==> src/rtl/dram_pattern_tester.sv <==
// dram_pattern_tester: traffic generator and checker that sits upstream of the
// user-side port of a DRAM controller. On a start pulse it writes NUM_BEATS
// pattern words to consecutive burst addresses, reads them back and compares
// every returned word against the regenerated pattern.
//
// Ports:
//   clk, i_rst_n                 user clock, asynchronous active-low reset
//   i_start                      single-cycle start pulse (IDLE/DONE only)
//   i_init_calib_complete        controller calibration done
//   i_ready, i_wdf_ready         controller command / write-data acceptance
//   i_data, i_data_valid         read return path
//   o_rd_en, o_wr_en, o_addr,    request side toward the controller
//   o_data, o_mask
//   o_busy, o_done, o_pass       run status (o_pass valid while o_done)
//   o_err_count                  saturating mismatch count
//   o_first_err_idx              beat index of first mismatch, all ones if none
module dram_pattern_tester #(
   parameter int unsigned APP_ADDR_WIDTH  = 28,
   parameter int unsigned APP_DATA_WIDTH  = 128,
   parameter int unsigned APP_MASK_WIDTH  = 16,
   parameter int unsigned BASE_ADDR       = 0,
   parameter int unsigned ADDR_STEP       = 8,
   parameter int unsigned NUM_BEATS       = 1024,
   parameter int unsigned MAX_OUTSTANDING = 16,
   parameter logic [31:0] PATTERN_SEED    = 32'h1234_5678
) (
   input  logic                      clk,
   input  logic                      i_rst_n,
   input  logic                      i_start,
   input  logic                      i_init_calib_complete,
   input  logic                      i_ready,
   input  logic                      i_wdf_ready,
   input  logic [APP_DATA_WIDTH-1:0] i_data,
   input  logic                      i_data_valid,
   output logic                      o_rd_en,
   output logic                      o_wr_en,
   output logic [APP_ADDR_WIDTH-1:0] o_addr,
   output logic [APP_DATA_WIDTH-1:0] o_data,
   output logic [APP_MASK_WIDTH-1:0] o_mask,
   output logic                      o_busy,
   output logic                      o_done,
   output logic                      o_pass,
   output logic [15:0]               o_err_count,
   output logic [31:0]               o_first_err_idx
);

   localparam int unsigned NumLanes = APP_DATA_WIDTH / 32;
   localparam int unsigned OutW     = $clog2(MAX_OUTSTANDING + 1);
   localparam logic [OutW-1:0] MaxOut   = OutW'(MAX_OUTSTANDING);
   localparam logic [31:0]     LastBeat = 32'(NUM_BEATS - 1);
   localparam logic [31:0]     NumBeats = 32'(NUM_BEATS);

   typedef enum logic [2:0] {
      StIdle,
      StWaitCal,
      StWrite,
      StRead,
      StDrain,
      StDone
   } state_e;

   state_e          state_q, state_d;
   logic [31:0]     wr_idx_q, wr_idx_d;
   logic [31:0]     rd_idx_q, rd_idx_d;
   logic [31:0]     chk_idx_q, chk_idx_d;
   logic [OutW-1:0] outstanding_q, outstanding_d;
   logic [15:0]     err_count_q, err_count_d;
   logic [31:0]     first_err_q, first_err_d;
   logic            busy_q, busy_d;
   logic            done_q, done_d;
   logic            pass_q, pass_d;

   logic wr_acc, rd_acc, in_check, ret, stray, mismatch;

   // Lane j carries the beat value rotated left by 8*(j mod 4) bits.
   function automatic logic [APP_DATA_WIDTH-1:0] pattern_word(input logic [31:0] idx);
      logic [31:0]               v;
      logic [APP_DATA_WIDTH-1:0] w;
      v = PATTERN_SEED + idx;
      w = '0;
      for (int j = 0; j < NumLanes; j++) begin
         case (j % 4)
            0:       w[32*j +: 32] = v;
            1:       w[32*j +: 32] = {v[23:0], v[31:24]};
            2:       w[32*j +: 32] = {v[15:0], v[31:16]};
            default: w[32*j +: 32] = {v[7:0], v[31:8]};
         endcase
      end
      return w;
   endfunction

   // Arithmetic is done at the address width so wrap-around is implicit.
   function automatic logic [APP_ADDR_WIDTH-1:0] beat_addr(input logic [31:0] idx);
      return APP_ADDR_WIDTH'(BASE_ADDR) + APP_ADDR_WIDTH'(idx) * APP_ADDR_WIDTH'(ADDR_STEP);
   endfunction

   // Request-side outputs
   always_comb begin
      o_wr_en = (state_q == StWrite);
      o_rd_en = (state_q == StRead) && (outstanding_q < MaxOut);
      o_mask  = '0;
      o_data  = '0;
      o_addr  = APP_ADDR_WIDTH'(BASE_ADDR);
      if (state_q == StWrite) begin
         o_addr = beat_addr(wr_idx_q);
         o_data = pattern_word(wr_idx_q);
      end else if (state_q == StRead) begin
         o_addr = beat_addr(rd_idx_q);
      end
   end

   assign wr_acc   = o_wr_en & i_ready & i_wdf_ready;
   assign rd_acc   = o_rd_en & i_ready;
   assign in_check = (state_q == StRead) || (state_q == StDrain);
   assign ret      = in_check & i_data_valid & (outstanding_q != '0);
   // Data with nothing outstanding is still an error, but no beat is consumed.
   assign stray    = in_check & i_data_valid & (outstanding_q == '0);
   assign mismatch = ret && (i_data != pattern_word(chk_idx_q));

   // Next-state logic
   always_comb begin
      state_d       = state_q;
      wr_idx_d      = wr_idx_q;
      rd_idx_d      = rd_idx_q;
      chk_idx_d     = chk_idx_q;
      outstanding_d = outstanding_q;
      err_count_d   = err_count_q;
      first_err_d   = first_err_q;
      busy_d        = busy_q;
      done_d        = done_q;
      pass_d        = pass_q;

      // Return path, only active in READ/DRAIN through ret/stray/rd_acc
      if ((mismatch || stray) && (err_count_q != 16'hFFFF)) begin
         err_count_d = err_count_q + 16'd1;
      end
      if (mismatch && (first_err_q == '1)) begin
         first_err_d = chk_idx_q;
      end
      if (ret) begin
         chk_idx_d = chk_idx_q + 32'd1;
      end
      if (rd_acc) begin
         rd_idx_d = rd_idx_q + 32'd1;
      end
      case ({rd_acc, ret})
         2'b10:   outstanding_d = outstanding_q + OutW'(1);
         2'b01:   outstanding_d = outstanding_q - OutW'(1);
         default: outstanding_d = outstanding_q;
      endcase

      unique case (state_q)
         StIdle, StDone: begin
            if (i_start) begin
               err_count_d   = '0;
               first_err_d   = '1;
               done_d        = 1'b0;
               pass_d        = 1'b0;
               busy_d        = 1'b1;
               wr_idx_d      = '0;
               rd_idx_d      = '0;
               chk_idx_d     = '0;
               outstanding_d = '0;
               state_d       = StWaitCal;
            end
         end
         StWaitCal: begin
            if (i_init_calib_complete) begin
               wr_idx_d = '0;
               state_d  = StWrite;
            end
         end
         StWrite: begin
            if (wr_acc) begin
               wr_idx_d = wr_idx_q + 32'd1;
               if (wr_idx_q == LastBeat) begin
                  state_d = StRead;
               end
            end
         end
         StRead: begin
            if (rd_acc && (rd_idx_q == LastBeat)) begin
               state_d = StDrain;
            end
         end
         StDrain: begin
            if (chk_idx_q == NumBeats) begin
               busy_d  = 1'b0;
               done_d  = 1'b1;
               pass_d  = (err_count_d == '0);
               state_d = StDone;
            end
         end
         default: state_d = StIdle;
      endcase
   end

   always_ff @(posedge clk or negedge i_rst_n) begin
      if (!i_rst_n) begin
         state_q       <= StIdle;
         wr_idx_q      <= '0;
         rd_idx_q      <= '0;
         chk_idx_q     <= '0;
         outstanding_q <= '0;
         err_count_q   <= '0;
         first_err_q   <= '1;
         busy_q        <= 1'b0;
         done_q        <= 1'b0;
         pass_q        <= 1'b0;
      end else begin
         state_q       <= state_d;
         wr_idx_q      <= wr_idx_d;
         rd_idx_q      <= rd_idx_d;
         chk_idx_q     <= chk_idx_d;
         outstanding_q <= outstanding_d;
         err_count_q   <= err_count_d;
         first_err_q   <= first_err_d;
         busy_q        <= busy_d;
         done_q        <= done_d;
         pass_q        <= pass_d;
      end
   end

   assign o_busy          = busy_q;
   assign o_done          = done_q;
   assign o_pass          = pass_q;
   assign o_err_count     = err_count_q;
   assign o_first_err_idx = first_err_q;

endmodule

==> config.mk <==
export PLATFORM = sky130hd
export DESIGN_NAME = dram_pattern_tester
export DESIGN_NICKNAME = d
export VERILOG_FILES = /design/src/rtl/dram_pattern_tester.sv
export SDC_FILE = /design/constraint.sdc
export NUM_CORES = 1
export LEC_CHECK = 0
export CAP_MARGIN = 20
export CORE_MARGIN = 2
export CORE_UTILIZATION = 40
export DETAILED_ROUTE_END_ITERATION = 12
export PLACE_DENSITY = 0.67
export SKIP_LAST_GASP = 1
export SLEW_MARGIN = 20
export SYNTH_ARGS = -nofsm -noshare
export SYNTH_HDL_FRONTEND = slang
export SYNTH_SLANG_ARGS = --single-unit
==> constraint.sdc <==
create_clock -name clk -period 5.75 [get_ports clk]
set_input_delay 0.8625 -clock clk [delete_from_list [all_inputs] [get_ports clk]]
set_output_delay 0.8625 -clock clk [all_outputs]
set_load 0.01 [all_outputs]
* Word level (Yosys, flattened, before mapping) *
Index checks and enable logic that the tools add are counted.

storage, ports and cells
  register bits = 155
  output and inout bits = 225

operators by class
  bitwise logic cells = 6
  multiplexer cells = 37
  reductions and logical operators = 17
  $lt $le $gt $ge = 1
  add/sub/neg operators = 8
  eq/ne operators = 19

operators with widths
  kind                                                                      number
  32-bit 2-to-1 mux                                                         12
  128-bit 2-to-1 mux                                                        1
  128-bit inequality test                                                   1
  32-bit by 1-bit adder with 32-bit output (second input constant)          3
  32-bit case mux with 3 select lines                                       1
  29-bit by 32-bit adder with 32-bit output (first input constant)          2
  32-bit by 10-bit equality test with 1-bit output (second input constant)  2
  28-bit 2-to-1 mux                                                         2
  16-bit 2-to-1 mux                                                         3
  32-bit by 11-bit equality test with 1-bit output (second input constant)  1
  32-bit equality test (second input constant)                              1
  3-bit 2-to-1 mux                                                          6
  16-bit by 1-bit adder with 16-bit output (second input constant)          1
  16-bit logical NOT                                                        1
  16-bit inequality test (second input constant)                            1
  3-bit case mux with 5 select lines                                        1
  5-bit 2-to-1 mux                                                          2
  5-bit case mux with 2 select lines                                        1
  2-bit by 1-bit inequality test with 1-bit output (second input constant)  4
  1-bit AND                                                                 6
  3-bit by 2-bit equality test with 1-bit output (second input constant)    2
  3-bit equality test (second input constant)                               2
  1-bit case mux with 2 select lines                                        3
  6-bit AND reduction                                                       1
  18 further kinds                                                          28

* Depth between registers and ports, before layout *
  depth in word-level cells = 11
  gate-level depth with buffers = 17
  gate-level depth less buffers = 14

* Worst setup path after synthesis *
Ideal clock, no wire load.

  path type = flip-flop to output port
  start = reg wr_idx_q[3]
  end = out o_data[119]
  slack = 1217 ps
  path buffers = 2
  cell stages (with the launch flop) = 17
  required time = 4888 ps
  data arrival time = 3670 ps
  cells stage by stage = dfrtp_1 clkbuf_1 inv_1 ha_1 or3b_2 a311o_1 a21o_1 a21oi_1 o21bai_1 nand2_1 nand2_1 and2_1 or2_2 a21oi_1 o21ai_0 a21oi_1 buf_4

on the way
  word-level cells in the longest chain between the ends = 2

RTL lines
  what                                       line  text
  start: declaration                         63    logic [31:0] wr_idx_q, wr_idx_d;
  start signal: assignment                   212   wr_idx_q <= wr_idx_d;
  29-bit by 32-bit adder with 32-bit output  79    v = PATTERN_SEED + idx;
  128-bit 2-to-1 mux                         104   if (state_q == StWrite) begin
  end: declaration                           38    output logic [APP_DATA_WIDTH-1:0] o_data,

Every way passes these cells.

* Final worst setup path *
  start = reg wr_idx_q[3]
  end = out o_data[39]

The elaborated chain is that of the path after synthesis.

==> PnR_summary.wiki <==
{| class="wikitable"
! Metric !! Value
|-
| Reg2reg setup slack || 0.58 ns
|-
| Via count || 13800
|-
| Count of buffers inserted at the top-level ports || 340
|-
| Req. time, crit path || 4.89 ns
|-
| Count leader, synth || sky130_fd_sc_hd__nor2_1
|-
| Total area of sequential cells || 3920 um^2
|-
| Drt initial violations || 1183
|-
| Total clock sinks || 155
|-
| CTS root buffer || sky130_fd_sc_hd__clkbuf_16
|-
| Peak fanout along the critical path || 9
|-
| Switching power of the nets || 1530 uW
|-
| Die Footprint || 35400 um^2
|-
| Post-CTS Hold Fix Bufs || 0
|-
| Ant diodes || 0
|-
| Residual antenna-violating net count after detailed routing || 0
|-
| Clock Skew || 0.0204 ns
|-
| Routed wirelength normalized by instance count || 21.6 um
|-
| Leakage power || 0.00674 uW
|-
| Timing endpoint of the critical path || o_data[39]
|-
| Cell area after synthesis || 13600 um^2
|-
| Met1 capacity usage during global routing || 40.6%
|-
| Total number of H-tree levels || 4
|-
| Flops & latches, synth || 155
|-
| Worst Setup Slack, final || 0.268 ns
|-
| Share of final-layout standard cells stronger than drive strength 1 || 8.64%
|-
| R2R cell count || 13
|-
| Most used standard cells in the synthesized netlist || sky130_fd_sc_hd__nor2_1 (195), sky130_fd_sc_hd__nand2_1 (163), sky130_fd_sc_hd__dfrtp_1 (123), sky130_fd_sc_hd__buf_4 (117), sky130_fd_sc_hd__o21ai_0 (86)
|-
| Final sum of negative setup slack || 0 ns
|-
| Total power density per cell area || 238 nW/um^2
|-
| Gate power share || 38.1%
|-
| Critical Path Source || wr_idx_q[3]
|-
| Synthesized netlist cell count || 1698
|-
| Worst VDD drop || 0.000271 V
|-
| Number of nets in the final layout || 2034
|-
| Sequential cell fraction of total power || 33.2%
|-
| Die width || 188 um
|-
| DRC errors left || 0
|-
| Number of antenna violations at the first check in global routing || 1
|-
| Maximum clock path buffer count || 2
|-
| Final setup fails || 0
|-
| Final period demand of the worst path || 5.48 ns
|-
| Clock tree from TritonCTS || done
|-
| Async set-or-reset flop fraction in the synthesized netlist || 100%
|-
| Total wire length after detailed routing || 50800 um
|-
| M2 GR Usage || 44.0%
|-
| Final weighted congestion in routability-driven placement || 0.979
|-
| Detailed Routing Iterations Pass 1 || 5
|-
| P_int || 2530 uW
|-
| Library cells used by synthesis || 108
|-
| DIE HEIGHT || 188 um
|-
| Yosys warning total || 0
|-
| Kind of start point of the critical path || flip-flop
|-
| Via count of the first global-routing pass || 12800
|-
| Worst-skew pair later-pin latency || 0.44 ns
|-
| Most used routing layer || met2
|-
| Final worst-path cycle share || 95.3%
|-
| Result of the run || complete, no violations
|-
| End-of-flow core utilization || 50.9%
|-
| Fraction of the yosys area taken by sequential cells || 28.9%
|-
| Area used by multi-input combinational logic || 8200 um^2
|-
| Arrival time worst endpoint || 4.62 ns
|-
| Worst Hold Class || input port to async pin
|-
| Minimum hold slack || 0.408 ns
|-
| Area of all placed cells without fillers || 17000 um^2
|-
| Worst Setup Path Type || flip-flop to output pin
|-
| Reg-to-reg critical path startpoint || chk_idx_q[18]
|-
| Maximum number of pins on one net before global-route repair || 69
|-
| Fin. Hold Viols || 0
|-
| Top Ports || 360
|-
| Leading area contributor after synthesis || sky130_fd_sc_hd__dfrtp_1
|-
| Mean instance size in the synthesized netlist || 7.98 um^2
|-
| Post-Place Cell Area || 16400 um^2
|-
| RSZ-0062 raised after global routing || false
|-
| Number of max-cap violations || 0
|-
| Rows || 67
|-
| Slew of the pin with the lowest slew margin || 1.09 ns
|-
| Headroom to the max-slew limit || 26.4%
|-
| Total congestion overflow after global routing || 0
|-
| Filler cell count in the final layout || 3167
|-
| Fmax || 182 MHz
|-
| Syn-to-layout area delta || 25.7%
|-
| Main synth FF type || sky130_fd_sc_hd__dfrtp_1
|-
| HPWL after detailed placement || 39400 um
|-
| Core region area || 33400 um^2
|-
| Share of power burned in the clock network || 28.6%
|-
| Dpl ws || 0.381 ns
|-
| Leading post-synthesis cells by cell area || sky130_fd_sc_hd__dfrtp_1 (23%), sky130_fd_sc_hd__buf_4 (6.5%), sky130_fd_sc_hd__dfstp_2 (6.2%), sky130_fd_sc_hd__nor2_1 (5.4%), sky130_fd_sc_hd__xor2_1 (4.7%)
|-
| Clock transition at path regs || 0.09 ns
|-
| First-pass GRT wire length || 77600 um
|-
| EDFF count, synth || 0
|-
| All-layer global routing usage || 28.1%
|-
| CTS buffer count || 17
|-
| R2R Path End || o_pass
|-
| Average via count per standard cell || 5.87
|-
| Initial standard-cell utilization of the core || 40.5%
|-
| Final number of max-transition violations || 0
|-
| Share of the synthesized area in the top cell type || 22.7%
|-
| GR Util met3 || 4.74%
|-
| Proportion of total power due to net switching || 37.6%
|-
| Worst Setup End Kind || output pin
|}
-- cells by family after synthesis --
logic type	synth area share [%]
and+or+nand+nor	30.0
AOI/OAI and AO/OA	17.5
other	0.0277
DFF	28.9
adders and majority gates	1.35
buffers and inverters	11.2
muxes	1.99
xor gates and xnor gates	9.03
-- worst min-delay path by stage --
stage	start	to	slack (ns)	depth (start not counted)
2_1_floorplan	o_first_err_idx[12]	o_first_err_idx[12]	0.49	2
6_report	i_rst_n	chk_idx_q[3]	0.41	1
5_1_grt	i_rst_n	chk_idx_q[4]	0.45	1
3_5_place_dp	o_first_err_idx[26]	o_first_err_idx[26]	0.48	2
4_1_cts	i_rst_n	chk_idx_q[4]	0.43	1
3_3_place_gp	o_done	o_done	0.47	2
-- layout make-up --
class                   instances  share of cell area, %
inverters                      21                  0.463
clock inverters                15                   1.12
well taps                     448                   3.29
repair buffers                374                   21.5
flip-flops and latches        155                   23.0
clock buffers                  17                   2.50
multi-input cells            1316                   48.1
-- per-stage QoR --
stage / power, uW / std cells
2_1_floorplan: 2270 / 1716
3_3_place_gp: 2890 / 2313
3_5_place_dp: 2910 / 2313
4_1_cts: 4070 / 2345
5_1_grt: 4260 / 2346
6_report: 4060 / 2346
-- worst max-delay path: stages, from the launching register on --
cell                              delay [ns]
sky130_fd_sc_hd__dfrtp_1                0.48
sky130_fd_sc_hd__inv_1                  0.15
sky130_fd_sc_hd__ha_1                   0.20
sky130_fd_sc_hd__or3b_2                 0.51
sky130_fd_sc_hd__a311o_1                0.41
sky130_fd_sc_hd__a21o_1                 0.23
sky130_fd_sc_hd__a21oi_2                0.21
sky130_fd_sc_hd__o21bai_1               0.11
sky130_fd_sc_hd__nand2_1                0.11
sky130_fd_sc_hd__nand2_1                0.09
sky130_fd_sc_hd__and2_1                 0.19
sky130_fd_sc_hd__or2_2                  0.31
sky130_fd_sc_hd__a21oi_2                0.19
sky130_fd_sc_hd__o21ai_0                0.13
sky130_fd_sc_hd__a21oi_2                0.29
sky130_fd_sc_hd__clkdlybuf4s50_1        0.60
-- flip-flops by register name (all words and copies together), names as in the netlist, 3 cells and up --
signal           flops
wr_idx_q            32
chk_idx_q           32
o_first_err_idx     32
outstanding_q        5
o_err_count         16
state_q              3
rd_idx_q            32
-- power by group through the flow --
stage	Clock [uW]	Combinational, uW	Sequential [uW]
floorplan	0	960	1310
global placement	0	1530	1360
detailed placement	0	1550	1360
CTS	1170	1550	1350
global route	1230	1670	1360
finish	1160	1550	1350
-- cell usage in the layout, fill, tap and decap left out, types with 8 or more instances in the layout --
cell type	netlist	routed
sky130_fd_sc_hd__nor2_1	195	194
sky130_fd_sc_hd__a21oi_1	72	69
sky130_fd_sc_hd__o211ai_1	10	10
sky130_fd_sc_hd__nor4b_1	9	9
sky130_fd_sc_hd__ha_1	13	13
sky130_fd_sc_hd__dfrtp_1	123	123
sky130_fd_sc_hd__clkbuf_16	0	17
sky130_fd_sc_hd__and2_1	13	12
sky130_fd_sc_hd__nor4_1	38	38
sky130_fd_sc_hd__conb_1	1	19
sky130_fd_sc_hd__or3_1	32	32
sky130_fd_sc_hd__xor2_1	73	73
sky130_fd_sc_hd__o21ai_0	86	86
sky130_fd_sc_hd__nand2b_1	10	10
sky130_fd_sc_hd__mux2i_1	27	27
sky130_fd_sc_hd__nor3b_1	12	12
sky130_fd_sc_hd__o31ai_1	9	9
sky130_fd_sc_hd__or4_1	16	16
sky130_fd_sc_hd__and4_1	10	10
sky130_fd_sc_hd__and3_1	33	33
sky130_fd_sc_hd__o2111ai_1	8	8
sky130_fd_sc_hd__a211oi_1	11	10
sky130_fd_sc_hd__buf_4	117	34
sky130_fd_sc_hd__a21o_1	9	9
sky130_fd_sc_hd__nand4_1	57	57
sky130_fd_sc_hd__nor3_1	39	39
sky130_fd_sc_hd__nand3_1	70	70
sky130_fd_sc_hd__o21a_1	10	10
sky130_fd_sc_hd__a22o_1	23	23
sky130_fd_sc_hd__dfstp_2	32	32
sky130_fd_sc_hd__inv_1	19	19
sky130_fd_sc_hd__or2_2	12	12
sky130_fd_sc_hd__nor2b_1	17	17
sky130_fd_sc_hd__xnor2_1	63	63
sky130_fd_sc_hd__clkdlybuf4s50_1	0	337
sky130_fd_sc_hd__nand2_1	163	163
-- metal layers --
| layer | part of all wire (%) | wire length [um] | vias up |
|---|---|---|---|
| li1 | - | - | 6362 |
| met1 | 46 | 23200 | 6676 |
| met2 | 45 | 22700 | 671 |
| met3 | 8.0 | 4040 | 56 |
| met4 | 1.6 | 811 | 0 |
| met5 | 0 | 0 | - |
-- repair_timing --
| item | CTS | global route |
|---|---|---|
| pin swaps | 0 | 1 |
| endpoints found under the setup margin | 4 | 8 |
| resized for setup | 1 | 5 |
| setup buffers | 0 | 1 |
Note: power is estimated with default switching activity, not from simulation.
